[config.mk]
export PLATFORM = sky130hd
export DESIGN_NAME = bayes_inference_seq
export DESIGN_NICKNAME = d
export VERILOG_FILES = /design/src/rtl/bayes_seq_pkg.sv /design/src/rtl/bayes_lfsr.sv /design/src/rtl/bayes_inference_seq.sv
export SDC_FILE = /design/constraint.sdc
export NUM_CORES = 1
export LEC_CHECK = 0
export CAP_MARGIN = 20
export CORE_UTILIZATION = 49
export CTS_CLUSTER_SIZE = 16
export DETAILED_ROUTE_END_ITERATION = 10
export PLACE_DENSITY = 0.76
export SLEW_MARGIN = 15
export SYNTH_ARGS = -nofsm -noshare
export SYNTH_HDL_FRONTEND = slang
export SYNTH_SLANG_ARGS = --single-unit
export TNS_END_PERCENT = 50
[constraint.sdc]
create_clock -name clk_i -period 2 [get_ports clk_i]
set_input_delay 0.3 -clock clk_i [delete_from_list [all_inputs] [get_ports clk_i]]
set_output_delay 0.3 -clock clk_i [all_outputs]
set_load 0.03 [all_outputs]
[src/rtl/bayes_seq_pkg.sv]
// Package: bayes_seq_pkg
// Shared types and constants for the Bayesian inference sequencer.
//   state_e     : sequencer FSM states
//   mode_e      : datapath arithmetic domain (stochastic bitstream or log sum)
//   LFSR_TAPS   : Galois feedback mask of the 16-bit random source
//   max_u()     : unsigned maximum, usable in constant expressions
//   score_w()   : width of a class score (wide enough for the log-domain
//                 sum and for a full stochastic bit count)
package bayes_seq_pkg;

  typedef enum logic [2:0] {
    IDLE  = 3'd0,
    SETUP = 3'd1,
    RUN   = 3'd2,
    CMP   = 3'd3,
    DONE  = 3'd4
  } state_e;

  typedef enum logic {
    STOCH = 1'b0,
    LOG   = 1'b1
  } mode_e;

  // x^16 + x^14 + x^13 + x^11 + 1, right-shifting Galois form.
  localparam logic [15:0] LFSR_TAPS = 16'hB400;

  function automatic int unsigned max_u(input int unsigned a, input int unsigned b);
    return (a > b) ? a : b;
  endfunction

  function automatic int unsigned score_w(input int unsigned m, input int unsigned n_bits);
    return max_u(m, $clog2(n_bits + 1));
  endfunction

endpackage : bayes_seq_pkg

[src/rtl/bayes_lfsr.sv]
// Module: bayes_lfsr
// 16-bit right-shifting Galois LFSR providing the random comparator word for
// the stochastic-computing datapath.
//   clk_i   in  1  clock
//   rst_ni  in  1  async active-low reset, state returns to SEED
//   load_i  in  1  reload SEED (has priority over en_i)
//   en_i    in  1  advance one step this cycle
//   rnd_o   out M  low M bits of the current state
module bayes_lfsr
  import bayes_seq_pkg::*;
#(
  parameter int unsigned M    = 8,
  parameter logic [15:0] SEED = 16'hACE1
) (
  input  logic         clk_i,
  input  logic         rst_ni,
  input  logic         load_i,
  input  logic         en_i,
  output logic [M-1:0] rnd_o
);

  logic [15:0] lfsr_q;
  logic [15:0] lfsr_d;

  // NOTE: combinational blocks give every target a default first so no path
  // leaves a signal unassigned and a latch is never inferred.
  always_comb begin
    lfsr_d = lfsr_q;
    if (load_i) begin
      lfsr_d = SEED;
    end else if (en_i) begin
      // Shift out bit 0; when it was set, fold the tap mask back in.
      lfsr_d = (lfsr_q >> 1) ^ (lfsr_q[0] ? LFSR_TAPS : 16'h0000);
    end
  end

  // NOTE: sequential state uses non-blocking assignments so every flop samples
  // the pre-edge values, independent of statement order across blocks.
  always_ff @(posedge clk_i or negedge rst_ni) begin
    if (!rst_ni) begin
      lfsr_q <= SEED;
    end else begin
      lfsr_q <= lfsr_d;
    end
  end

  assign rnd_o = lfsr_q[M-1:0];

endmodule : bayes_lfsr

[src/rtl/bayes_inference_seq.sv]
// Module: bayes_inference_seq
// Sequences one Bayesian inference over the stochastic/log likelihood array.
// For every hypothesis class it presents the class index, lets the RRAM read
// settle, runs the per-row datapath (a full stochastic bitstream, or a single
// log-domain sample), scores the class from the end-of-chain output and keeps
// the running arg-max. The winner is offered on a valid/ready handshake.
//
// Ports
//   clk_i           in   1        clock
//   rst_ni          in   1        async active-low reset
//   start_i         in   1        start pulse, honoured in IDLE only
//   mode_i          in   1        0 = stochastic, 1 = log domain; latched at start
//   class_o         out  CLS_W    class/column under evaluation
//   stoch_log_o     out  1        latched mode to the datapath
//   inference_o     out  1        datapath enable (SETUP and RUN)
//   rnd_o           out  M        random word for the comparator inputs
//   bit_next_i      in   1        end-of-chain stochastic bit
//   data_next_i     in   M        end-of-chain log-domain sum
//   busy_o          out  1        high from start accept until handshake completes
//   result_valid_o  out  1        result available
//   result_ready_i  in   1        consumer accepts result
//   result_class_o  out  CLS_W    winning class
//   result_score_o  out  SCORE_W  winning score, zero-extended
//
// Timing per class: SETTLE cycles in SETUP, L cycles in RUN (L = N_BITS in
// stochastic mode, 1 in log mode), one CMP cycle. result_valid_o therefore
// rises N_CLASS*(SETTLE+L+1)+1 cycles after the cycle in which start_i was
// accepted. N_CLASS must be at least 2 and SETTLE at least 1.
module bayes_inference_seq
  import bayes_seq_pkg::*;
#(
  parameter  int unsigned M       = 8,
  parameter  int unsigned N_CLASS = 4,
  parameter  int unsigned N_BITS  = 255,
  parameter  int unsigned SETTLE  = 2,
  parameter  logic [15:0] SEED    = 16'hACE1,
  localparam int unsigned CLS_W   = $clog2(N_CLASS),
  localparam int unsigned CNT_W   = $clog2(N_BITS + 1),
  localparam int unsigned SCORE_W = score_w(M, N_BITS)
) (
  input  logic               clk_i,
  input  logic               rst_ni,
  input  logic               start_i,
  input  logic               mode_i,
  output logic [CLS_W-1:0]   class_o,
  output logic               stoch_log_o,
  output logic               inference_o,
  output logic [M-1:0]       rnd_o,
  input  logic               bit_next_i,
  input  logic [M-1:0]       data_next_i,
  output logic               busy_o,
  output logic               result_valid_o,
  input  logic               result_ready_i,
  output logic [CLS_W-1:0]   result_class_o,
  output logic [SCORE_W-1:0] result_score_o
);

  // One timer serves both the settle wait and the bitstream length.
  localparam int unsigned TMR_W = max_u(CNT_W, $clog2(SETTLE + 1));

  // ---------------------------------------------------------------------------
  // State
  // ---------------------------------------------------------------------------
  state_e             state_q,      state_d;
  mode_e              mode_q,       mode_d;
  logic [CLS_W-1:0]   class_q,      class_d;
  logic [TMR_W-1:0]   timer_q,      timer_d;
  logic [SCORE_W-1:0] cnt_q,        cnt_d;
  logic [SCORE_W-1:0] best_score_q, best_score_d;
  logic [CLS_W-1:0]   best_class_q, best_class_d;

  logic start_accept;
  logic settle_last;
  logic bits_last;
  logic class_last;
  logic lfsr_en;

  assign start_accept = (state_q == IDLE) && start_i;
  assign settle_last  = (timer_q == TMR_W'(SETTLE - 1));
  assign bits_last    = (timer_q == TMR_W'(N_BITS - 1));
  assign class_last   = (class_q == CLS_W'(N_CLASS - 1));

  // The random stream moves only while a stochastic bitstream is running, so
  // every class sees a contiguous, reproducible slice of the sequence.
  assign lfsr_en = (state_q == RUN) && (mode_q == STOCH);

  // ---------------------------------------------------------------------------
  // Random source
  // ---------------------------------------------------------------------------
  bayes_lfsr #(
    .M    (M),
    .SEED (SEED)
  ) u_lfsr (
    .clk_i  (clk_i),
    .rst_ni (rst_ni),
    .load_i (start_accept),
    .en_i   (lfsr_en),
    .rnd_o  (rnd_o)
  );

  // ---------------------------------------------------------------------------
  // FSM: state register
  // ---------------------------------------------------------------------------
  always_ff @(posedge clk_i or negedge rst_ni) begin
    if (!rst_ni) begin
      state_q <= IDLE;
    end else begin
      state_q <= state_d;
    end
  end

  // ---------------------------------------------------------------------------
  // FSM: next state
  // ---------------------------------------------------------------------------
  always_comb begin
    state_d = state_q;
    unique case (state_q)
      IDLE:    if (start_i)                      state_d = SETUP;
      SETUP:   if (settle_last)                  state_d = RUN;
      RUN:     if (mode_q == LOG || bits_last)   state_d = CMP;
      CMP:     state_d = class_last ? DONE : SETUP;
      // A start request in the handshake cycle is dropped: we land in IDLE
      // and only a later start_i is seen there.
      DONE:    if (result_ready_i)               state_d = IDLE;
      default: state_d = IDLE;
    endcase
  end

  // ---------------------------------------------------------------------------
  // FSM: outputs
  // ---------------------------------------------------------------------------
  always_comb begin
    busy_o         = 1'b0;
    inference_o    = 1'b0;
    result_valid_o = 1'b0;
    unique case (state_q)
      IDLE:    ;
      SETUP,
      RUN:     begin
                 busy_o      = 1'b1;
                 inference_o = 1'b1;
               end
      CMP:     busy_o = 1'b1;
      DONE:    begin
                 busy_o         = 1'b1;
                 result_valid_o = 1'b1;
               end
      default: ;
    endcase
  end

  assign class_o        = class_q;
  assign stoch_log_o    = (mode_q == LOG);
  assign result_class_o = best_class_q;
  assign result_score_o = best_score_q;

  // ---------------------------------------------------------------------------
  // Datapath: mode latch, class index, timer, score and running best
  // ---------------------------------------------------------------------------
  always_comb begin
    mode_d       = mode_q;
    class_d      = class_q;
    timer_d      = timer_q;
    cnt_d        = cnt_q;
    best_score_d = best_score_q;
    best_class_d = best_class_q;

    unique case (state_q)
      IDLE: begin
        if (start_i) begin
          mode_d       = mode_e'(mode_i);
          class_d      = '0;
          timer_d      = '0;
          cnt_d        = '0;
          best_score_d = '0;
          best_class_d = '0;
        end
      end

      SETUP: begin
        cnt_d   = '0;
        timer_d = settle_last ? '0 : timer_q + 1'b1;
      end

      RUN: begin
        if (mode_q == LOG) begin
          cnt_d   = SCORE_W'(data_next_i);
          timer_d = '0;
        end else begin
          // cnt cannot wrap: SCORE_W holds N_BITS.
          cnt_d   = cnt_q + SCORE_W'(bit_next_i);
          timer_d = bits_last ? '0 : timer_q + 1'b1;
        end
      end

      CMP: begin
        // Strict compare: on a tie the earlier (lower) class stays the winner.
        if (cnt_q > best_score_q) begin
          best_score_d = cnt_q;
          best_class_d = class_q;
        end
        if (!class_last) begin
          class_d = class_q + 1'b1;
        end
        timer_d = '0;
      end

      DONE: ;

      default: ;
    endcase
  end

  // NOTE: every register here, score and best included, has an explicit async
  // reset value so an aborted sweep can never leak a partial result.
  always_ff @(posedge clk_i or negedge rst_ni) begin
    if (!rst_ni) begin
      mode_q       <= STOCH;
      class_q      <= '0;
      timer_q      <= '0;
      cnt_q        <= '0;
      best_score_q <= '0;
      best_class_q <= '0;
    end else begin
      mode_q       <= mode_d;
      class_q      <= class_d;
      timer_q      <= timer_d;
      cnt_q        <= cnt_d;
      best_score_q <= best_score_d;
      best_class_q <= best_class_d;
    end
  end

endmodule : bayes_inference_seq

==> flow_metrics.env, run 1 <==
export IMPL_timing_final_ws_setup_ns=-0.00206
export IMPL_numCtsBuffers=5
export IMPL_cp_end_kind="register"
export IMPL_p_switching_mw=2.51
export IMPL_clock_path_buffers=2
export IMPL_dieWidth_um=75.4
export IMPL_antenna_cells=0
export IMPL_fin_worst_skew_ns=0.0117
export IMPL_synth_top_area_cell="dfrtp_1"
export IMPL_worst_slew_pin_slew_ns=0.466
export IMPL_switching_share_pct=44.2
export IMPL_ff2ff_path_depth=7
export IMPL_drc_errors=0
export IMPL_synth_top_area_share_pct=38.0
export IMPL_fmax_mhz=499
export IMPL_final_nets=359
export IMPL_ir_worst_vdd_v=0.000732
export IMPL_worstReg2RegEnd="timer_q[2]"
export IMPL_netlist_area_um2=2640
export IMPL_comb_power_share_pct=57.4
export IMPL_hp_class="input pin to asynchronous set/reset pin"
export IMPL_grt_overflow=0
export IMPL_cp_data_required_time_ns=2.20
export IMPL_dp_cells=390
export IMPL_ys_flop_type="dfrtp_1"
export IMPL_r2r_start="timer_q[1]"
export IMPL_slowest_stage="or4b_4"
export IMPL_core_area_um2=5140
export IMPL_p_leak_nw=1.47
export IMPL_maxCapViolations=0
export IMPL_critical_path_max_stage_delay_ns=0.47
export IMPL_ioPinCount=38
export IMPL_std_cell_rows=26
export IMPL_avgSynthCellArea_um2=9.59
export IMPL_finalMaxSlewViolations=0
export IMPL_via_per_inst=5.44
export IMPL_placed_area_um2=3190
export IMPL_syn_to_final_growth_pct=26.6
export IMPL_start_util_pct=51.3
export IMPL_path_buf_inv=1
export IMPL_routed_wirelength_um=5710
export IMPL_antenna_left=0
export IMPL_grt_setup_unrepaired="true"
export IMPL_drive_gt1_share_pct=18.7
export IMPL_path_cells="inv_2 -> ha_1 -> or4b_4 -> o41ai_4 -> and2_4 -> o21ai_2 -> a22o_1"
export IMPL_yosysSeqAreaShare_pct=45.9
export IMPL_crit_family="simple AND/OR/NAND/NOR gates"
export IMPL_dieArea_um2=5680
export IMPL_first_pass_iters=4
export IMPL_grt_pass1_vias=2066
export IMPL_fin_area_um2=3340
export IMPL_synth_area_leaders="dfrtp_1 38%, dfstp_2 8.0%, ha_1 6.6%"
export IMPL_synth_edf_count=0
export IMPL_relSlewSlack_pct=69.0
export IMPL_drt_iter0_drc=134
export IMPL_synthCells=275
export IMPL_vias=2186
export IMPL_worstPathArrival_ns=2.20
export IMPL_start_kind="register"
export IMPL_die_h_um=75.4
export IMPL_grt_max_degree=33
export IMPL_dpl_hpwl_um=4000
export IMPL_antenna_found_initial=0
export IMPL_synth_nets=303
export IMPL_mostFrequentLayoutCells="40 x nand2_1, 40 x dfrtp_1, 33 x clkdlybuf4s50_1"
export IMPL_layout_cells_non_filler=402
export IMPL_status="complete, but fails checks"
export IMPL_cts_max_level=2
export IMPL_critPathKind="register to register"
export IMPL_path_max_fanout=4
export IMPL_cts_tree="built"
export IMPL_ys_warnings_count=0
export IMPL_clkPwrFrac_pct=12.8
export IMPL_ys_types=43
export IMPL_p_per_area_nw_per_um2=1700
export IMPL_gr_usage_all_layers_pct=22.2
export IMPL_r2r_slack_ns=-0.002
export IMPL_p_seq_share_pct=29.8
export IMPL_final_min_clock_period_ns=2.00
export IMPL_routabilityCongestion=0.820
export IMPL_power_internal_mw=3.17
export IMPL_fillCellCount=458
export IMPL_ys_seq_elements=48
export IMPL_cts_root_buffer="clkbuf_8"
export IMPL_drt_wirelength_per_cell_um=14.2
export IMPL_io_buffers=37
export IMPL_failed_checks="negative setup slack"
export IMPL_clk_pin_slew_ns=0.10
export IMPL_grt_pass1_wl_um=9520
export IMPL_hold_violations=0
export IMPL_synth_async_reset_ratio_pct=100
export IMPL_setup_viol=1
export IMPL_clkLatencyLatePin_ns=0.30
export IMPL_clock_sinks=48
export IMPL_fin_crit_sh_pct=100
export IMPL_setup_tns_ns=-0.00206
-- cell usage after synthesis, drive strengths merged (2+ instances only) --
master	instances
a21oi	12
a22o	16
a31oi	3
and2	2
and3	2
buf	13
clkbuf	6
dfrtp	40
dfstp	8
ha	14
inv	15
mux2	3
nand2	41
nand3	11
nand3b	2
nand4	4
nor2	19
nor2b	2
nor3	5
nor4b	2
o21ai	30
o22ai	2
o31ai	2
or3	2
xnor2	9
-- power groups by stage --
stage               Clock, mW  Sequential, mW  Combinational, mW
finish                  0.727            1.69               3.26
global route            0.782            1.74               3.57
CTS                     0.738            1.69               3.19
detailed placement          0            1.71               3.17
global placement            0            1.70               3.10
floorplan                   0            1.81               2.05
-- layout make-up --
type	count	area, um^2	area share [%]
flip-flops and latches	48	1210	36.3
well taps	70	87.6	2.62
repair buffers	67	593	17.8
clock inverters	3	46.3	1.39
clock buffers	5	68.8	2.06
inverters	15	56.3	1.69
multi-input cells	194	1270	38.2
-- registers in the layout, summed over array words and instances (netlist names) --
name,flops
class_o,2
cnt_q,8
result_class_o,2
result_score_o,8
state_q,3
stoch_log_o,1
timer_q,8
u_lfsr.lfsr_q,16
-- cell families (layout without fill, tap and decap cells) --
group	after synthesis	after routing	synth area share (%)
simple gates	94	95	17.6
compound gates	71	71	18.4
flops	48	48	45.9
buf+inv	34	90	6.50
fa+ha+maj	14	14	6.64
xor+xnor	10	10	3.32
mux	4	4	1.66
-- metal layers --
| metal | routed length (um) | part of all wire, % | track usage, % | up-vias |
|---|---|---|---|---|
| met5 | 0 | 0 | 0 | - |
| met4 | 33 | 0.58 | 5.14 | 0 |
| met3 | 291 | 5.1 | 4.76 | 4 |
| met2 | 2900 | 51 | 37.8 | 70 |
| met1 | 2490 | 44 | 29.1 | 1043 |
| li1 | - | - | - | 1069 |
-- worst max path at each step --
stage / startpoint / cells after the start / endpoint / slack (ns)
global route: timer_q[1] / 7 / timer_q[2] / -0.08
global placement: timer_q[1] / 6 / timer_q[2] / 0.11
floorplan: result_score_o[1] / 8 / result_class_o[0] / 0.03
detailed placement: timer_q[1] / 6 / timer_q[2] / 0.08
finish: timer_q[1] / 7 / timer_q[2] / -0.002
CTS: state_q[2] / 2 / inference_o / 0.05
-- timing repair --
item,in CTS,in global routing
pin swaps,0,3
endpoints found under the setup margin,2,10
setup buffers,0,2
hold buffers,1,0
endpoints found under the hold margin,17,0
resized for setup,2,3
cloned,0,1
-- through the flow --
stage	hold WS, ns	utilization (%)	setup slack, ns	total power [mW]
CTS	0.486	64.4	0.0467	5.63
finish	0.476	64.9	-0.00206	5.67
global route	0.529	64.9	-0.0804	6.09
global placement	0.275	62.0	0.114	4.79
floorplan	0.00441	-	0.0250	3.87
detailed placement	0.282	62.0	0.0795	4.88
Note: power is estimated with default switching activity, not from simulation.
==> run 2, diff against run 1 <==
--- a/config.mk
+++ b/config.mk
@@ -5,11 +5,13 @@
 export SDC_FILE = /design/constraint.sdc
 export NUM_CORES = 1
 export LEC_CHECK = 0
+export ABC_AREA = 1
 export CAP_MARGIN = 20
-export CORE_UTILIZATION = 49
+export CORE_UTILIZATION = 46
 export CTS_CLUSTER_SIZE = 16
 export DETAILED_ROUTE_END_ITERATION = 10
-export PLACE_DENSITY = 0.76
+export PLACE_DENSITY = 0.72
+export REMOVE_ABC_BUFFERS = 1
 export SLEW_MARGIN = 15
 export SYNTH_ARGS = -nofsm -noshare
 export SYNTH_HDL_FRONTEND = slang
==> flow_metrics.env, run 2 <==
export IMPL_synth_top_area_share_pct=37.4
export IMPL_die_h_um=78.3
export IMPL_drt_iter0_drc=175
export IMPL_start_kind="register"
export IMPL_slowest_stage="dfrtp_1"
export IMPL_clock_path_buffers=2
export IMPL_dpl_hpwl_um=3970
export IMPL_relSlewSlack_pct=59.2
export IMPL_worst_slew_pin_slew_ns=0.613
export IMPL_antenna_found_initial=0
export IMPL_cp_end_kind="primary output"
export IMPL_ys_types=33
export IMPL_r2r_slack_ns=0.23
export IMPL_finalMaxSlewViolations=0
export IMPL_cts_tree="built"
export IMPL_ys_warnings_count=0
export IMPL_dieArea_um2=6130
export IMPL_synth_area_leaders="dfrtp_1 37%, nand2_1 8.6%, dfstp_2 7.9%"
export IMPL_first_pass_iters=4
export IMPL_synth_common_cells="61 x nand2_1, 45 x inv_1, 40 x dfrtp_1"
export IMPL_vias=2156
export IMPL_fin_crit_sh_pct=96.5
export IMPL_post_cts_setup_buffers=0
export IMPL_synth_edf_count=0
export IMPL_ys_flop_type="dfrtp_1"
export IMPL_largest_reg_flops=16
export IMPL_setup_viol=0
export IMPL_std_cell_rows=27
export IMPL_maxCapViolations=0
export IMPL_avgSynthCellArea_um2=8.34
export IMPL_final_common_cell="nand2_1"
export IMPL_dp_cells=424
export IMPL_io_buffers=37
export IMPL_grt_setup_unrepaired="false"
export IMPL_timing_final_ws_setup_ns=0.0701
export IMPL_final_min_clock_period_ns=1.93
export IMPL_critPathKind="register to primary output"
export IMPL_path_buf_inv=2
export IMPL_core_area_um2=5540
export IMPL_clkLatencyLatePin_ns=0.31
export IMPL_cts_root_buffer="clkbuf_8"
export IMPL_cp_data_required_time_ns=1.70
export IMPL_routed_wirelength_um=5410
export IMPL_grt_max_degree=49
export IMPL_crit_family="buffers and inverters"
export IMPL_path_cells="nor3_1 -> inv_1 -> nand2_1 -> clkdlybuf4s15_1"
export IMPL_synth_most_common_cell="nand2_1"
export IMPL_clk_pin_slew_ns=0.10
export IMPL_worstPathArrival_ns=1.63
export IMPL_dieWidth_um=78.3
export IMPL_grt_overflow=0
export IMPL_start_util_pct=48.3
export IMPL_ys_seq_elements=48
export IMPL_via_per_inst=4.99
export IMPL_drt_wirelength_per_cell_um=12.5
export IMPL_drive_gt1_share_pct=12.8
export IMPL_clock_sinks=48
export IMPL_status="finished, final reports clean"
export IMPL_critical_path_max_stage_delay_ns=0.46
export IMPL_numCtsBuffers=5
export IMPL_fmax_mhz=518
export IMPL_grt_pass1_wl_um=9410
export IMPL_drc_errors=0
export IMPL_path_max_fanout=5
export IMPL_antenna_cells=0
export IMPL_p_leak_nw=1.53
export IMPL_cts_hold_fix_buffers=0
export IMPL_layout_cells_non_filler=432
export IMPL_synthCells=321
export IMPL_ctsResizeCount=2
export IMPL_grt_pass1_vias=2076
export IMPL_ff2ff_path_depth=10
export IMPL_synth_async_reset_ratio_pct=100
export IMPL_final_nets=387
export IMPL_holdWs_ns=0.0831
export IMPL_fin_worst_skew_ns=0.00811
export IMPL_synth_top_area_cell="dfrtp_1"
export IMPL_routabilityCongestion=0.831
export IMPL_yosysSeqAreaShare_pct=45.3
export IMPL_worstReg2RegEnd="result_score_o[2]"
export IMPL_hold_violations=0
export IMPL_netlist_area_um2=2680
export IMPL_r2r_start="cnt_q[5]"
export IMPL_largest_register="u_lfsr.lfsr_q"
export IMPL_cts_max_level=2
export IMPL_pre_cts_slack_ns=0.0897
export IMPL_gr_usage_all_layers_pct=19.4
export IMPL_p_per_area_nw_per_um2=1480
export IMPL_ioPinCount=38
export IMPL_antenna_left=0
export IMPL_hp_class="input pin to asynchronous set/reset pin"
export IMPL_mostFrequentLayoutCells="61 x nand2_1, 45 x inv_1, 40 x dfrtp_1"
export IMPL_syn_to_final_growth_pct=20.1
export IMPL_ir_worst_vdd_v=0.000882
export IMPL_setup_tns_ns=0
[run 2: changes by cell type after synthesis, sizes merged, moves of 7 or more]
cell,delta
a22o,-16
nand2,+25
nand3,+11
xor2,+9
o22ai,+7
inv,+38
a21oi,-8
nor2,+15
[run 2: final cells by class]
type,count,area [um^2]
sequential,48,1210
timing repair buffer,44,414
clock inverter,2,38.8
tap,72,90.1
inverter,54,203
fill,525,2330
clock buffer,6,82.6
multi-input combinational,206,1170
[run 2: how the worst max path moves through the flow]
stage | start | endpoint | slack (ns) | cells past startpoint
finish | state_q[1] | inference_o | 0.07 | 4
global route | state_q[1] | inference_o | 0.005 | 4
CTS | state_q[1] | inference_o | 0.02 | 4
floorplan | result_score_o[7] | result_score_o[0] | 0.20 | 11
global placement | bit_next_i | cnt_q[6] | 0.17 | 8
detailed placement | state_q[1] | inference_o | 0.09 | 4
[run 2: routing by layer]
layer	GRT usage [%]	vias to the layer above	wire [um]
met5	0	-	0
met4	5.37	0	49
met3	3.95	7	211
met2	31.8	43	2570
met1	26.2	1009	2580
li1	-	1097	-
[run 2: cells by family (layout without fill, tap and decap cells)]
group                      Yosys count  in the layout  share of synthesized area [%]
xor gates and xnor gates            13             13                           4.25
DFF                                 48             48                           45.3
buffers and inverters               67            106                           10.8
AOI/OAI and AO/OA                   46             46                           10.5
adders and majority gates           14             14                           6.55
and+or+nand+nor                    133            133                           22.6
[run 2: where the power goes]
part	internal (mW)	switching [mW]	total (mW)
clock	0.409	0.345	0.754
combinational	0.916	1.56	2.48
sequential	1.31	0.228	1.54
[run 2: stage by stage]
stage | total power [mW] | area, um^2 | utilization [%]
floorplan | 3.21 | 2590 | -
global placement | 3.98 | 3090 | 55.8
detailed placement | 4.04 | 3090 | 55.8
CTS | 4.79 | 3210 | 58.0
global route | 5.17 | 3210 | 58.0
finish | 4.77 | 3210 | 58.0
==> run 3, diff against run 2 <==
--- a/config.mk
+++ b/config.mk
@@ -7,6 +7,7 @@
 export LEC_CHECK = 0
 export ABC_AREA = 1
 export CAP_MARGIN = 20
+export CORE_MARGIN = 3
 export CORE_UTILIZATION = 46
 export CTS_CLUSTER_SIZE = 16
 export DETAILED_ROUTE_END_ITERATION = 10
==> flow_metrics.env, run 3 (synthesis results as in run 2) <==
export IMPL_ir_worst_vdd_v=0.000917
export IMPL_die_h_um=82.3
export IMPL_dieArea_um2=6770
export IMPL_cts_max_level=2
export IMPL_grt_setup_unrepaired="false"
export IMPL_grt_overflow=0
export IMPL_final_nets=388
export IMPL_clock_sinks=48
export IMPL_finalMaxSlewViolations=0
export IMPL_via_per_inst=5.13
export IMPL_grt_pass1_wl_um=9630
export IMPL_fin_worst_skew_ns=0.0108
export IMPL_relSlewSlack_pct=62.0
export IMPL_setup_viol=0
export IMPL_antenna_found_initial=0
export IMPL_status="finished, final reports clean"
export IMPL_placed_area_um2=3110
export IMPL_io_buffers=37
export IMPL_grt_max_degree=26
export IMPL_syn_to_final_growth_pct=20.0
export IMPL_fin_crit_sh_pct=94.7
export IMPL_drc_errors=0
export IMPL_core_area_um2=5570
export IMPL_routed_wirelength_um=5640
export IMPL_final_util_pct=57.6
export IMPL_drt_iter0_drc=115
export IMPL_antenna_left=0
export IMPL_critical_path_max_stage_delay_ns=0.69
export IMPL_largest_register="u_lfsr.lfsr_q"
export IMPL_fmax_mhz=528
export IMPL_cp_data_required_time_ns=1.70
export IMPL_fin_area_um2=3210
export IMPL_antenna_cells=0
export IMPL_clk_pin_slew_ns=0.08
export IMPL_hp_class="register to register"
export IMPL_crit_family="buffers and inverters"
export IMPL_grt_pass1_vias=2190
export IMPL_ioPinCount=38
export IMPL_p_leak_nw=1.53
export IMPL_final_min_clock_period_ns=1.89
export IMPL_dp_cells=424
export IMPL_largest_reg_flops=16
export IMPL_clkLatencyLatePin_ns=0.31
export IMPL_first_pass_iters=4
export IMPL_drive_gt1_share_pct=12.7
export IMPL_numCtsBuffers=5
export IMPL_path_cells="clkdlybuf4s50_1"
export IMPL_layout_cells_non_filler=433
export IMPL_total_power_mw=4.64
export IMPL_slowest_stage="clkdlybuf4s50_1"
export IMPL_path_buf_inv=1
export IMPL_worstPathArrival_ns=1.59
export IMPL_final_common_cell="nand2_1"
export IMPL_clock_path_buffers=2
export IMPL_hold_violations=0
export IMPL_gr_usage_all_layers_pct=18.4
export IMPL_p_per_area_nw_per_um2=1450
export IMPL_drt_wirelength_per_cell_um=13.0
export IMPL_setup_tns_ns=0
export IMPL_cts_tree="built"
export IMPL_critPathKind="register to primary output"
export IMPL_vias=2223
export IMPL_start_util_pct=48.0
export IMPL_mostFrequentLayoutCells="61 x nand2_1, 45 x inv_1, 40 x dfrtp_1"
export IMPL_worst_slew_pin_slew_ns=0.571
export IMPL_dieWidth_um=82.3
export IMPL_routabilityCongestion=0.798
export IMPL_maxCapViolations=0
export IMPL_std_cell_rows=27
export IMPL_dpl_hpwl_um=4260
export IMPL_start_kind="register"
export IMPL_cp_end_kind="primary output"
export IMPL_cts_root_buffer="clkbuf_8"
export IMPL_path_max_fanout=5
[run 3: stage by stage]
step | hold slack [ns] | setup WS, ns
3_5_place_dp | 0.330 | 0.107
5_1_grt | 0.511 | 0.0581
6_report | 0.479 | 0.107
3_3_place_gp | 0.326 | 0.179
4_1_cts | 0.480 | 0.0261
2_1_floorplan | 0.00441 | 0.204
[run 3: what timing repair did]
action	in CTS	in global routing
setup buffers	0	0
hold buffers	1	0
endpoints found under the setup margin	2	1
resized for setup	2	2
endpoints found under the hold margin	20	0
cloned	0	0
[run 3: cell type report]
| class | instances | area (um^2) |
|---|---|---|
| Clock buffer | 8 | 100 |
| Multi-Input combinational cell | 206 | 1170 |
| Sequential cell | 48 | 1210 |
| Timing Repair Buffer | 45 | 432 |
| Inverter | 54 | 203 |
| Tap cell | 72 | 90.1 |
| Fill cell | 517 | 2360 |
[run 3: final timing paths]
| path | startpoint | endpoint | slack [ns] | cells past startpoint |
|---|---|---|---|---|
| min in group asynchronous | rst_ni | cnt_q[5] | 0.51 | 2 |
| max in group asynchronous | rst_ni | u_lfsr.lfsr_q[10] | 0.88 | 3 |
| min reg2reg | result_class_o[1] | result_class_o[1] | 0.48 | 2 |
| max reg2reg | cnt_q[5] | result_score_o[7] | 0.28 | 10 |
| max | u_lfsr.lfsr_q[0] | rnd_o[0] | 0.11 | 1 |
| min | result_class_o[1] | result_class_o[1] | 0.48 | 2 |
[run 3: metal layers]
metal  global-route usage (%)  up-vias  wire (um)  share of wire [%]
met4                     6.48        0         61                1.1
met5                        0        -          0                  0
met1                     22.9     1059       2570                 45
met2                     30.9       57       2730                 48
met3                     4.56        8        284                5.0
li1                         -     1099          -                  -
[run 3: power by group]
| part | leakage [nW] | switching [mW] | internal (mW) |
|---|---|---|---|
| Clock | 0.0515 | 0.321 | 0.316 |
| Sequential | 0.626 | 0.257 | 1.31 |
| Combinational | 0.854 | 1.53 | 0.910 |
| Total | 1.53 | 2.11 | 2.54 |
